$ cat src/rtl/mlops_pkg.sv
// Shared types for the ML-ops datapath blocks: activation modes, chunk FSM states
// and a chunk-count helper.
package mlops_pkg;

  typedef enum logic [1:0] {
    PASS  = 2'd0,
    RELU  = 2'd1,
    LEAKY = 2'd2,
    CLIP  = 2'd3
  } act_mode_t;

  typedef enum logic {
    IDLE = 1'b0,
    RUN  = 1'b1
  } act_state_t;

  function automatic int num_chunks(input int len, input int regs);
    return (len + regs - 1) / regs;
  endfunction

endpackage

$ cat src/rtl/v_act_lane.sv
// Single-lane combinational activation (pass / ReLU / leaky ReLU / clip).
// Clip is only built when V_ACTIVATION_CLIP_EN is defined; otherwise CLIP acts as ReLU.
module v_act_lane
  import mlops_pkg::*;
#(
  parameter int NBits     = 8,
  parameter int LeakShift = 7
`ifdef V_ACTIVATION_CLIP_EN
  ,
  parameter int ClipMax   = 127
`endif
) (
  input  logic signed [NBits-1:0] x,
  input  act_mode_t               mode,
  output logic signed [NBits-1:0] y
);

  logic                    neg;
  logic signed [NBits-1:0] relu_y;
  logic signed [NBits-1:0] leaky_y;
  logic signed [NBits-1:0] clip_y;

  assign neg     = x[NBits-1];
  assign relu_y  = neg ? '0 : x;
  assign leaky_y = neg ? (x >>> LeakShift) : x;

`ifdef V_ACTIVATION_CLIP_EN
  localparam logic signed [NBits-1:0] ClipVal = NBits'(ClipMax);
  assign clip_y = neg ? '0 : ((x > ClipVal) ? ClipVal : x);
`else
  assign clip_y = relu_y;
`endif

  always_comb begin
    y = x;
    case (mode)
      PASS:    y = x;
      RELU:    y = relu_y;
      LEAKY:   y = leaky_y;
      CLIP:    y = clip_y;
      default: y = x;
    endcase
  end

endmodule

$ cat src/rtl/v_activation.sv
// Chunked vector activation: pops WorkingRegs-lane chunks from upstream, applies the
// per-vector latched mode and pushes registered results. Optional macro: V_ACTIVATION_CLIP_EN.
module v_activation
  import mlops_pkg::*;
#(
  parameter int InVecLength = 64,
  parameter int WorkingRegs = 8,
  parameter int NBits       = 8,
  parameter int LeakShift   = 7,
  parameter int ClipMax     = 127
) (
  input  logic                                clk_in,
  input  logic                                rst_in,
  input  logic [1:0]                          mode_in,
  input  logic                                in_data_ready,
  input  logic [WorkingRegs-1:0][NBits-1:0]   in_data,
  output logic                                req_chunk_in,
  input  logic                                out_ready_in,
  output logic [WorkingRegs-1:0][NBits-1:0]   write_out_data,
  output logic                                req_chunk_out,
  output logic                                out_vector_valid,
  output logic                                busy,
  output act_state_t                          state_dbg
);

  // Handshake: a chunk moves upstream->here in any cycle where req_chunk_in is 1,
  // and here->downstream in any cycle where req_chunk_out and out_ready_in are both 1.

  localparam int NumChunks = num_chunks(InVecLength, WorkingRegs);
  localparam int CntW      = (NumChunks > 1) ? $clog2(NumChunks) : 1;
  localparam int LastLanes = InVecLength - (NumChunks - 1) * WorkingRegs;

  if (InVecLength < 1) begin : g_chk_len
    $error("InVecLength must be >= 1");
  end
  if (WorkingRegs < 1) begin : g_chk_regs
    $error("WorkingRegs must be >= 1");
  end
  if (NBits < 2) begin : g_chk_nbits
    $error("NBits must be >= 2");
  end
  if (LeakShift < 0 || LeakShift >= NBits) begin : g_chk_leak
    $error("LeakShift must be in 0..NBits-1");
  end
  if (ClipMax < 1) begin : g_chk_clip
    $error("ClipMax must be positive");
  end

  act_state_t                       state;
  act_state_t                       state_nxt;
  logic [CntW-1:0]                  chunk_cnt;
  act_mode_t                        mode_q;
  act_mode_t                        mode_eff;
  logic                             consume;
  logic                             is_first;
  logic                             is_last;
  logic [WorkingRegs-1:0][NBits-1:0] lane_y;
  logic [WorkingRegs-1:0][NBits-1:0] chunk_res;

  assign req_chunk_in = ~rst_in & in_data_ready & (~req_chunk_out | out_ready_in);
  assign consume      = req_chunk_in;
  assign is_first     = (chunk_cnt == '0);
  assign is_last      = (chunk_cnt == CntW'(NumChunks - 1));

  // Chunk 0 uses mode_in directly so the whole vector sees the mode sampled at its start.
  assign mode_eff = is_first ? act_mode_t'(mode_in) : mode_q;

  for (genvar i = 0; i < WorkingRegs; i++) begin : g_lane
    v_act_lane #(
      .NBits    (NBits),
      .LeakShift(LeakShift)
`ifdef V_ACTIVATION_CLIP_EN
      ,
      .ClipMax  (ClipMax)
`endif
    ) u_lane (
      .x   (in_data[i]),
      .mode(mode_eff),
      .y   (lane_y[i])
    );

    if (i >= LastLanes) begin : g_pad
      assign chunk_res[i] = is_last ? '0 : lane_y[i];
    end else begin : g_live
      assign chunk_res[i] = lane_y[i];
    end
  end

  always_ff @(posedge clk_in or posedge rst_in) begin
    if (rst_in) begin
      state <= IDLE;
    end else begin
      state <= state_nxt;
    end
  end

  always_comb begin
    state_nxt = state;
    case (state)
      IDLE:    if (consume && !is_last) state_nxt = RUN;
      RUN:     if (consume && is_last)  state_nxt = IDLE;
      default: state_nxt = IDLE;
    endcase
  end

  always_ff @(posedge clk_in or posedge rst_in) begin
    if (rst_in) begin
      chunk_cnt        <= '0;
      mode_q           <= PASS;
      write_out_data   <= '0;
      req_chunk_out    <= 1'b0;
      out_vector_valid <= 1'b0;
    end else if (consume) begin
      write_out_data   <= chunk_res;
      req_chunk_out    <= 1'b1;
      out_vector_valid <= is_last;
      chunk_cnt        <= is_last ? '0 : chunk_cnt + 1'b1;
      if (is_first) begin
        mode_q <= act_mode_t'(mode_in);
      end
    end else if (out_ready_in) begin
      req_chunk_out    <= 1'b0;
      out_vector_valid <= 1'b0;
    end
  end

  assign busy      = (state == RUN);
  assign state_dbg = state;

endmodule

$ cat config.mk
export PLATFORM = sky130hd
export DESIGN_NAME = v_activation
export DESIGN_NICKNAME = d
export VERILOG_FILES = /design/src/rtl/mlops_pkg.sv /design/src/rtl/v_act_lane.sv /design/src/rtl/v_activation.sv
export SDC_FILE = /design/constraint.sdc
export NUM_CORES = 1
export LEC_CHECK = 0
export BUFFER_PORTS_ARGS = -buffer_cell sky130_fd_sc_hd__buf_2
export CORE_MARGIN = 5
export CORE_UTILIZATION = 35
export DETAILED_ROUTE_END_ITERATION = 10
export SLEW_MARGIN = 20
export SYNTH_ARGS = -nofsm -noshare
export SYNTH_HDL_FRONTEND = slang
export SYNTH_SLANG_ARGS = --single-unit
$ cat constraint.sdc
create_clock -name clk_in -period 5.6 [get_ports clk_in]
set_input_delay 0 -clock clk_in [delete_from_list [all_inputs] [get_ports clk_in]]
set_output_delay 0 -clock clk_in [all_outputs]
set_load 0.02 [all_outputs]
# == Word level (Yosys, flattened, before mapping) ==
# Cells that the tools add are included.
# totals
reg_bits,72
# op_classes
addsub,1
n_eq_ne,4
mux,32
bitwise_logic,6
n_reduce_logical,7
# ops
op,n
8-bit case mux with 3 select lines,8
8-bit 2-to-1 mux,8
7-bit 2-to-1 mux,8
1-bit 2-to-1 mux,5
2-bit equality test (second input constant),2
3-bit by 1-bit adder with 3-bit output (second input constant),1
3-bit equality test (second input constant),1
3-bit logical NOT,1
3-bit 2-to-1 mux,1
1-bit NOT,3
1-bit bitwise AND,2
2-bit by 1-bit equality test with 1-bit output (second input constant),1
1-bit logical AND,2
2-bit logical NOT,1
2-bit 2-to-1 mux,1
1-bit case mux with 2 select lines,1
2-bit nonzero test,1
2-bit OR reduction,1
1-bit logical NOT,1
1-bit bitwise OR,1

# == Depth between registers and ports, before layout ==
# Gate-level depths: netlist of run 1.
# logic_depth
depth_word,6
mapped_depth,7

# == Hierarchy ==
# From an unflattened synthesis of run 1, not the netlist that was laid out.
# hier_totals
cells_unflattened,259
area_unflattened_um2,3513.4
# by_module_without_submodules
module,n_inst,cells_per_inst,area_per_inst_um2
v_activation,1,171,2922.8
v_act_lane,8,11,73.8

# == Worst setup path after synthesis of run 1 ==
# No wires, ideal clock.
# synth_path
path_type,register -> register
from,register chunk_cnt[0]
to,register mode_q[0]
setup_ps,125
arrival_ps,1579
required_ps,5475
setup_slack_ps,3896
stages_incl_launch_ff,7
n_path_buf,1
period_less_slack_ps,1704
cell_sequence,dfrtp_1 -> inv_1 -> ha_1 -> and2b_1 -> buf_6 -> mux2_4 -> mux2_2
# synth_via
elab_chain_cells,2
# synth_lines
element,line_no,rtl
"start, declared",v_activation.sv:51,logic [CntW-1:0] chunk_cnt;
"start signal, assigned",v_activation.sv:117,chunk_cnt <= is_last ? '0 : chunk_cnt + 1'b1;
3-bit logical NOT,v_activation.sv:62,assign is_first = (chunk_cnt == '0);
2-bit 2-to-1 mux,n/a,
"end signal, assigned",v_activation.sv:119,mode_q <= act_mode_t'(mode_in);
"end, declared",v_activation.sv:52,act_mode_t mode_q;
# No other way between the ends.
# A chain may end at the register's enable or synchronous reset.

# == Worst setup path in the final report of run 1 ==
# layout_path
from,register chunk_cnt[0]
to,register write_out_data[10] (netlist bit)
# layout_via
elab_chain_cells,5
elab_cells_between_ends,8
# layout_lines
element,line_no,rtl
3-bit logical NOT (*),v_activation.sv:62,
2-bit 2-to-1 mux (*),n/a,
2-bit by 1-bit equality test with 1-bit output / 2-bit equality test (equally long branches),v_act_lane.sv:36,case (mode)
2-bit OR reduction (no source line),n/a,
8-bit case mux with 3 select lines (*),v_act_lane.sv:36,
"end signal, assigned",v_activation.sv:114,write_out_data <= chunk_res;
"end, declared",v_activation.sv:19,"output logic [WorkingRegs-1:0][NBits-1:0] write_out_data,"
# Mark *: on every way between the ends. The rest lies on a longest branch, timed or not.

==> impl_metrics.json, run 1 <==
{
  "required_ps": 5800,
  "syn_area_um2": 3720,
  "r2r-start": "chunk_cnt[0]$_DFFE_PP0P_",
  "arrival_ps": 2610,
  "clkSlewWorstSetupHoldPaths_ps": 80,
  "drive_gt1_share_pct": 31.2,
  "std_cell_rows": 37,
  "chipHeight_um": 113,
  "rsz0062_at_grt": "no",
  "tritoncts": "done",
  "die-area_um2": 12800,
  "die_w_um": 113,
  "setup_viol": 0,
  "num_vias": 3685,
  "setup.worst_path.end_class": "register",
  "drc": 0,
  "ir_drop_mv": 0.172,
  "drt_wl_total_um": 12200,
  "ys_ff_latch": 72,
  "clkSinkCount": 72,
  "power_density_nw_per_um2": 426,
  "layout_commonest_cell": "buf_2",
  "yosys_warnings": 0,
  "avgSynthCellArea_um2": 10.0,
  "holdPathStages": 3,
  "track_usage_pct": 18.5,
  "slew_headroom_pct": 28.8,
  "leakagePower_nw": 2.33,
  "synth-seq-area-share_pct": 48.4,
  "core_um2": 10400,
  "synth_cell_types": 29,
  "reg2reg_slack_ps": 3190,
  "htreeDepth": 3,
  "min_period_ps": 2410,
  "final-max-slew-violation-count": 0,
  "drt-wirelength-per-cell_um": 18.1,
  "io_buffer_count": 138,
  "num-fill-cells": 1015,
  "grt_pass1_wl_um": 19100,
  "min_to": "write_out_data[32]$_DFFE_PP0P_",
  "grt_overflow": 0,
  "finalCritPeriodShare_pct": 43.1,
  "drt_iter0_drc": 273,
  "cts_root_buf": "clkbuf_8",
  "fin_tns_setup_ps": 0,
  "numPlacedInstances": 599,
  "power_mw": 2.21,
  "cts_resized": 0,
  "dp.final_hpwl_um": 7810,
  "worst_pin_slew_ps": 1070,
  "fin_cells": 672,
  "start_util_pct": 35.9,
  "antennaDiodeCount": 0,
  "grt_max_degree": 73,
  "insertion_delay_ps": 350,
  "multi_input_area_um2": 1730,
  "reg2reg_depth": 5,
  "start_kind": "register",
  "firstDrtPassIters": 4,
  "worstHoldPathType": "primary input to register",
  "synth-edff-count": 0,
  "antenna_found_initial": 0,
  "regArea_um2": 1800,
  "ioPinCount": 139,
  "drv_cap": 0,
  "syn2layout_area_growth_pct": 39.3,
  "ys.flop_type": "dfrtp_1",
  "cts_inserted_buffers": 9,
  "layout.nets": 604,
  "syn_nets": 445,
  "fin_skew_ps": 11.2,
  "post_cts_buffers": 0,
  "cts_buffer_depth": 2,
  "fmax_mhz": 415,
  "hold_slack_ps": 8.75,
  "worstPathMaxFanout": 10,
  "min_from": "in_data[32]",
  "status": "finished clean",
  "final_hold_viol_count": 0,
  "final_cell_mix": "buf_2, dfrtp_1, o21ai_0",
  "worstSetupPathType": "register to register",
  "via_per_inst": 5.48,
  "synth-async-reset-ratio_pct": 100,
  "cts-hold-fix-buffers": 56,
  "post-route-util_pct": 50.0,
  "reg2reg_to": "write_out_data[10]$_DFFE_PP0P_",
  "netlist_instances": 372,
  "place.gp.congestion": 0.750,
  "ant_nets": 0,
  "grt_pass1_vias": 3682
}
-- metrics by stage --
step	area (um2)	setup slack [ps]
after global routing	5180	3020
final	5180	3190
after CTS	5150	3220
after global placement	4400	3220
after floorplan	3720	3780
after detailed placement	4410	3250
-- sequential cells by signal, indices dropped and copies added (netlist names), named ones only --
register / count
write_out_data: 64
chunk_cnt: 3
mode_q: 2
out_vector_valid: 1
req_chunk_out: 1
-- power by group --
group | leakage (nW) | internal [mW] | switching, mW
combinational | 1.35 | 0.365 | 0.643
sequential | 0.892 | 0.694 | 0.119
clock | 0.0927 | 0.197 | 0.192
-- area by class of cell --
class / count / share of cell area [%]
clock buffers: 14 / 3.33
well taps: 136 / 3.28
clock inverters: 2 / 0.241
flip-flops and latches: 72 / 34.8
repair buffers: 196 / 24.8
multi-input cells: 248 / 33.3
inverters: 4 / 0.290
-- per-layer routing --
metal / vias up / share of wire, % / track usage, %
met5: - / 0 / 0
met4: 0 / 2.2 / 7.05
met3: 17 / 6.2 / 3.53
met2: 133 / 48 / 29.3
met1: 1791 / 43 / 25.2
li1: 1744 / - / -
-- worst max-delay path, cell delays in order, from the launching register on --
cell,delay (ps)
dfrtp_1,400
inv_1,80
ha_1,400
and2b_1,580
mux2i_1,650
o31ai_1,160
-- worst max path at each step --
stage | startpoint | to | slack [ps] | cells after the start
after global placement | in_data_ready | chunk_cnt[2]$_DFFE_PP0P_ | 3220 | 5
after global routing | chunk_cnt[0]$_DFFE_PP0P_ | write_out_data[11]$_DFFE_PP0P_ | 3020 | 5
after detailed placement | chunk_cnt[0]$_DFFE_PP0P_ | mode_q[1]$_DFFE_PP0P_ | 3250 | 5
final | chunk_cnt[0]$_DFFE_PP0P_ | write_out_data[10]$_DFFE_PP0P_ | 3190 | 5
after floorplan | rst_in | async pin | 3780 | 1
after CTS | chunk_cnt[0]$_DFFE_PP0P_ | mode_q[1]$_DFFE_PP0P_ | 3220 | 5
-- Yosys cell counts, types with 2 or more instances --
master | n | area share [%]
a211oi_1 | 56 | 11
and2_1 | 8 | 1.3
and4b_1 | 8 | 2.2
buf_1 | 5 | 0.50
buf_2 | 4 | 0.54
buf_4 | 3 | 0.61
clkbuf_1 | 35 | 3.5
dfrtp_1 | 72 | 48
ha_1 | 3 | 1.0
inv_1 | 3 | 0.30
mux2_2 | 2 | 0.61
mux2i_1 | 4 | 1.1
mux2i_2 | 4 | 1.5
nand2_1 | 18 | 1.8
nand2b_1 | 4 | 0.67
nand3_1 | 10 | 1.3
nor2b_1 | 2 | 0.34
o21ai_0 | 58 | 7.8
o2bb2ai_1 | 8 | 1.9
o31ai_1 | 56 | 11
-- kinds of logic (layout without fill, tap and decap cells) --
group | count (synthesis) | count (layout) | synth area share, %
adder cells (fa/ha/maj) | 3 | 3 | 1.01
AO/OA/AOI/OAI | 180 | 180 | 32.6
multiplexers | 12 | 12 | 3.87
AND/OR/NAND/NOR | 53 | 53 | 8.20
buffers and inverters | 52 | 216 | 5.88
flip-flops | 72 | 72 | 48.4
Power figures use the tool's default switching activity.
==> run 2, diff against run 1 <==
ABC_AREA = 1   (was default)
clock period = 2 ns   (was 5.6 ns; I/O delays follow)
==> impl_metrics.json, run 2 <==
{
  "status": "complete, but fails checks",
  "failed_checks": "hold timing",
  "cts_resized": 0,
  "ir_drop_mv": 0.533,
  "cts_inserted_buffers": 9,
  "drt_iter0_drc": 130,
  "dp.final_hpwl_um": 6180,
  "die_w_um": 109,
  "layout.nets": 717,
  "drc": 0,
  "drt_wl_total_um": 9310,
  "track_usage_pct": 16.4,
  "syn_nets": 509,
  "top_regs": "write_out_data x64, chunk_cnt x3, mode_q x2",
  "synth_cell_types": 16,
  "tritoncts": "done",
  "ys.flop_type": "dfrtp_1",
  "yosys_warnings": 0,
  "arrival_ps": 2010,
  "cts_root_buf": "clkbuf_8",
  "drv_cap": 0,
  "grt_pass1_vias": 3337,
  "std_cell_rows": 36,
  "post_cts_buffers": 0,
  "ioPinCount": 139,
  "firstDrtPassIters": 4,
  "fin_tns_setup_ps": 0,
  "synth_top_cells_by_area": "dfrtp_1, nand2_1, inv_1",
  "avgSynthCellArea_um2": 7.80,
  "ant_nets": 0,
  "chipHeight_um": 109,
  "grt_overflow": 0,
  "synth-seq-area-share_pct": 53.0,
  "yosys.area.top_type": "dfrtp_1",
  "largest_register_ffs": 64,
  "setup.worst_path.end_class": "register",
  "grt_max_degree": 73,
  "rsz0062_at_grt": "no",
  "post-route-util_pct": 52.6,
  "max_flop_register": "write_out_data",
  "syn_area_um2": 3400,
  "yosysTopAreaCellShare_pct": 53.0,
  "grt_pass1_wl_um": 15400,
  "clkSlewWorstSetupHoldPaths_ps": 70,
  "synth-edff-count": 0,
  "num_vias": 3344,
  "via_per_inst": 4.28,
  "netlist_instances": 436,
  "power_mw": 5.86,
  "final-max-slew-violation-count": 0,
  "drt-wirelength-per-cell_um": 11.9,
  "final_hold_viol_count": 25,
  "layout_commonest_cell": "nand2_1",
  "required_ps": 2270,
  "setup_viol": 0,
  "syn2layout_area_growth_pct": 49.2,
  "synth-async-reset-ratio_pct": 100,
  "final_cell_mix": "nand2_1, buf_2, dfrtp_1",
  "insertion_delay_ps": 330,
  "min_period_ps": 1740,
  "worstSetupPathType": "register to register",
  "htreeDepth": 3,
  "place.gp.congestion": 0.749,
  "synth.top_cells.by_count": "nand2_1, dfrtp_1, inv_1",
  "cts_buffer_depth": 2,
  "io_buffer_count": 138,
  "slew_headroom_pct": 40.9,
  "fmax_mhz": 574,
  "worstHoldPathType": "primary input to async pin",
  "drive_gt1_share_pct": 26.3,
  "die-area_um2": 11800,
  "yosysMostFrequentCell": "nand2_1",
  "leakagePower_nw": 3.07,
  "core_um2": 9640,
  "finalCritPeriodShare_pct": 87.1,
  "clkSinkCount": 72,
  "start_kind": "register",
  "antennaDiodeCount": 0,
  "ys_ff_latch": 72,
  "worst_pin_slew_ps": 886,
  "worstPathMaxFanout": 9,
  "hold_slack_ps": -14.0,
  "fin_skew_ps": 6.82,
  "power_density_nw_per_um2": 1160,
  "antenna_found_initial": 1,
  "start_util_pct": 35.3
}
[run 2: power by group]
part	leakage (nW)	internal, mW	switching [mW]
Sequential	0.905	1.96	0.279
Clock	0.103	0.642	0.504
Combinational	2.06	0.821	1.65
Total	3.07	3.43	2.44
[run 2: worst paths after layout]
| kind | startpoint | endpoint | slack (ps) | cells past startpoint |
|---|---|---|---|---|
| max reg2reg | chunk_cnt[0]$_DFFE_PP0P_ | write_out_data[16]$_DFFE_PP0P_ | 260 | 8 |
| min reg2reg | write_out_data[11]$_DFFE_PP0P_ | write_out_data[11]$_DFFE_PP0P_ | 480 | 2 |
| max in group asynchronous | rst_in | write_out_data[60]$_DFFE_PP0P_ | 1450 | 3 |
| min in group clk_in | in_data_ready | req_chunk_out$_DFFE_PP0P_ | 60 | 3 |
| min | rst_in | chunk_cnt[1]$_DFFE_PP0P_ | -10 | 3 |
| max | chunk_cnt[0]$_DFFE_PP0P_ | write_out_data[16]$_DFFE_PP0P_ | 260 | 8 |
[run 2: area by class of cell]
type / instances / area, um2
clock inverters: 3 / 40.0
inverters: 64 / 241
flip-flops and latches: 72 / 1800
well taps: 133 / 166
multi-input cells: 291 / 1290
repair buffers: 206 / 1380
clock buffers: 13 / 159
fillers: 967 / 4560
[run 2: logic make-up (layout without fill, tap and decap cells)]
family	Yosys count	count (layout)	share of synthesized area (%)
compound gates	14	14	4.71
fa+ha+maj	3	3	1.10
buf+inv	73	286	9.09
flops	72	72	53.0
simple gates	274	274	32.1
[run 2: critical path, stage by stage (launching register included)]
cell and delay (ps):
dfrtp_1 380, inv_1 90, ha_1 190, nand2_1 80, nand2_1 330, nand3_1 330
nand2_1 140, nand2_1 60, nand2_1 60
[run 2: what timing repair did]
item	in CTS	in global routing
endpoints found under the hold margin	66	0
setup endpoints to repair	0	0
hold buffers	65	0
[run 2: stage by stage]
stage          instance area (um2)  cells  setup WS (ps)  hold WS [ps]
2_1_floorplan                 3400    436            212           110
3_3_place_gp                  4230    701            296           256
3_5_place_dp                  4230    701            248           265
4_1_cts                       5070    782            237          27.1
5_1_grt                       5070    782           88.5          69.8
6_report                      5070    782            257         -14.0
[run 2: layer usage]
layer,up-vias,global-route usage [%],part of all wire [%]
li1,1696,-,-
met1,1551,19.8,43
met2,87,28.7,50
met3,8,4.84,5.9
met4,2,3.79,0.63
met5,-,0,0.14
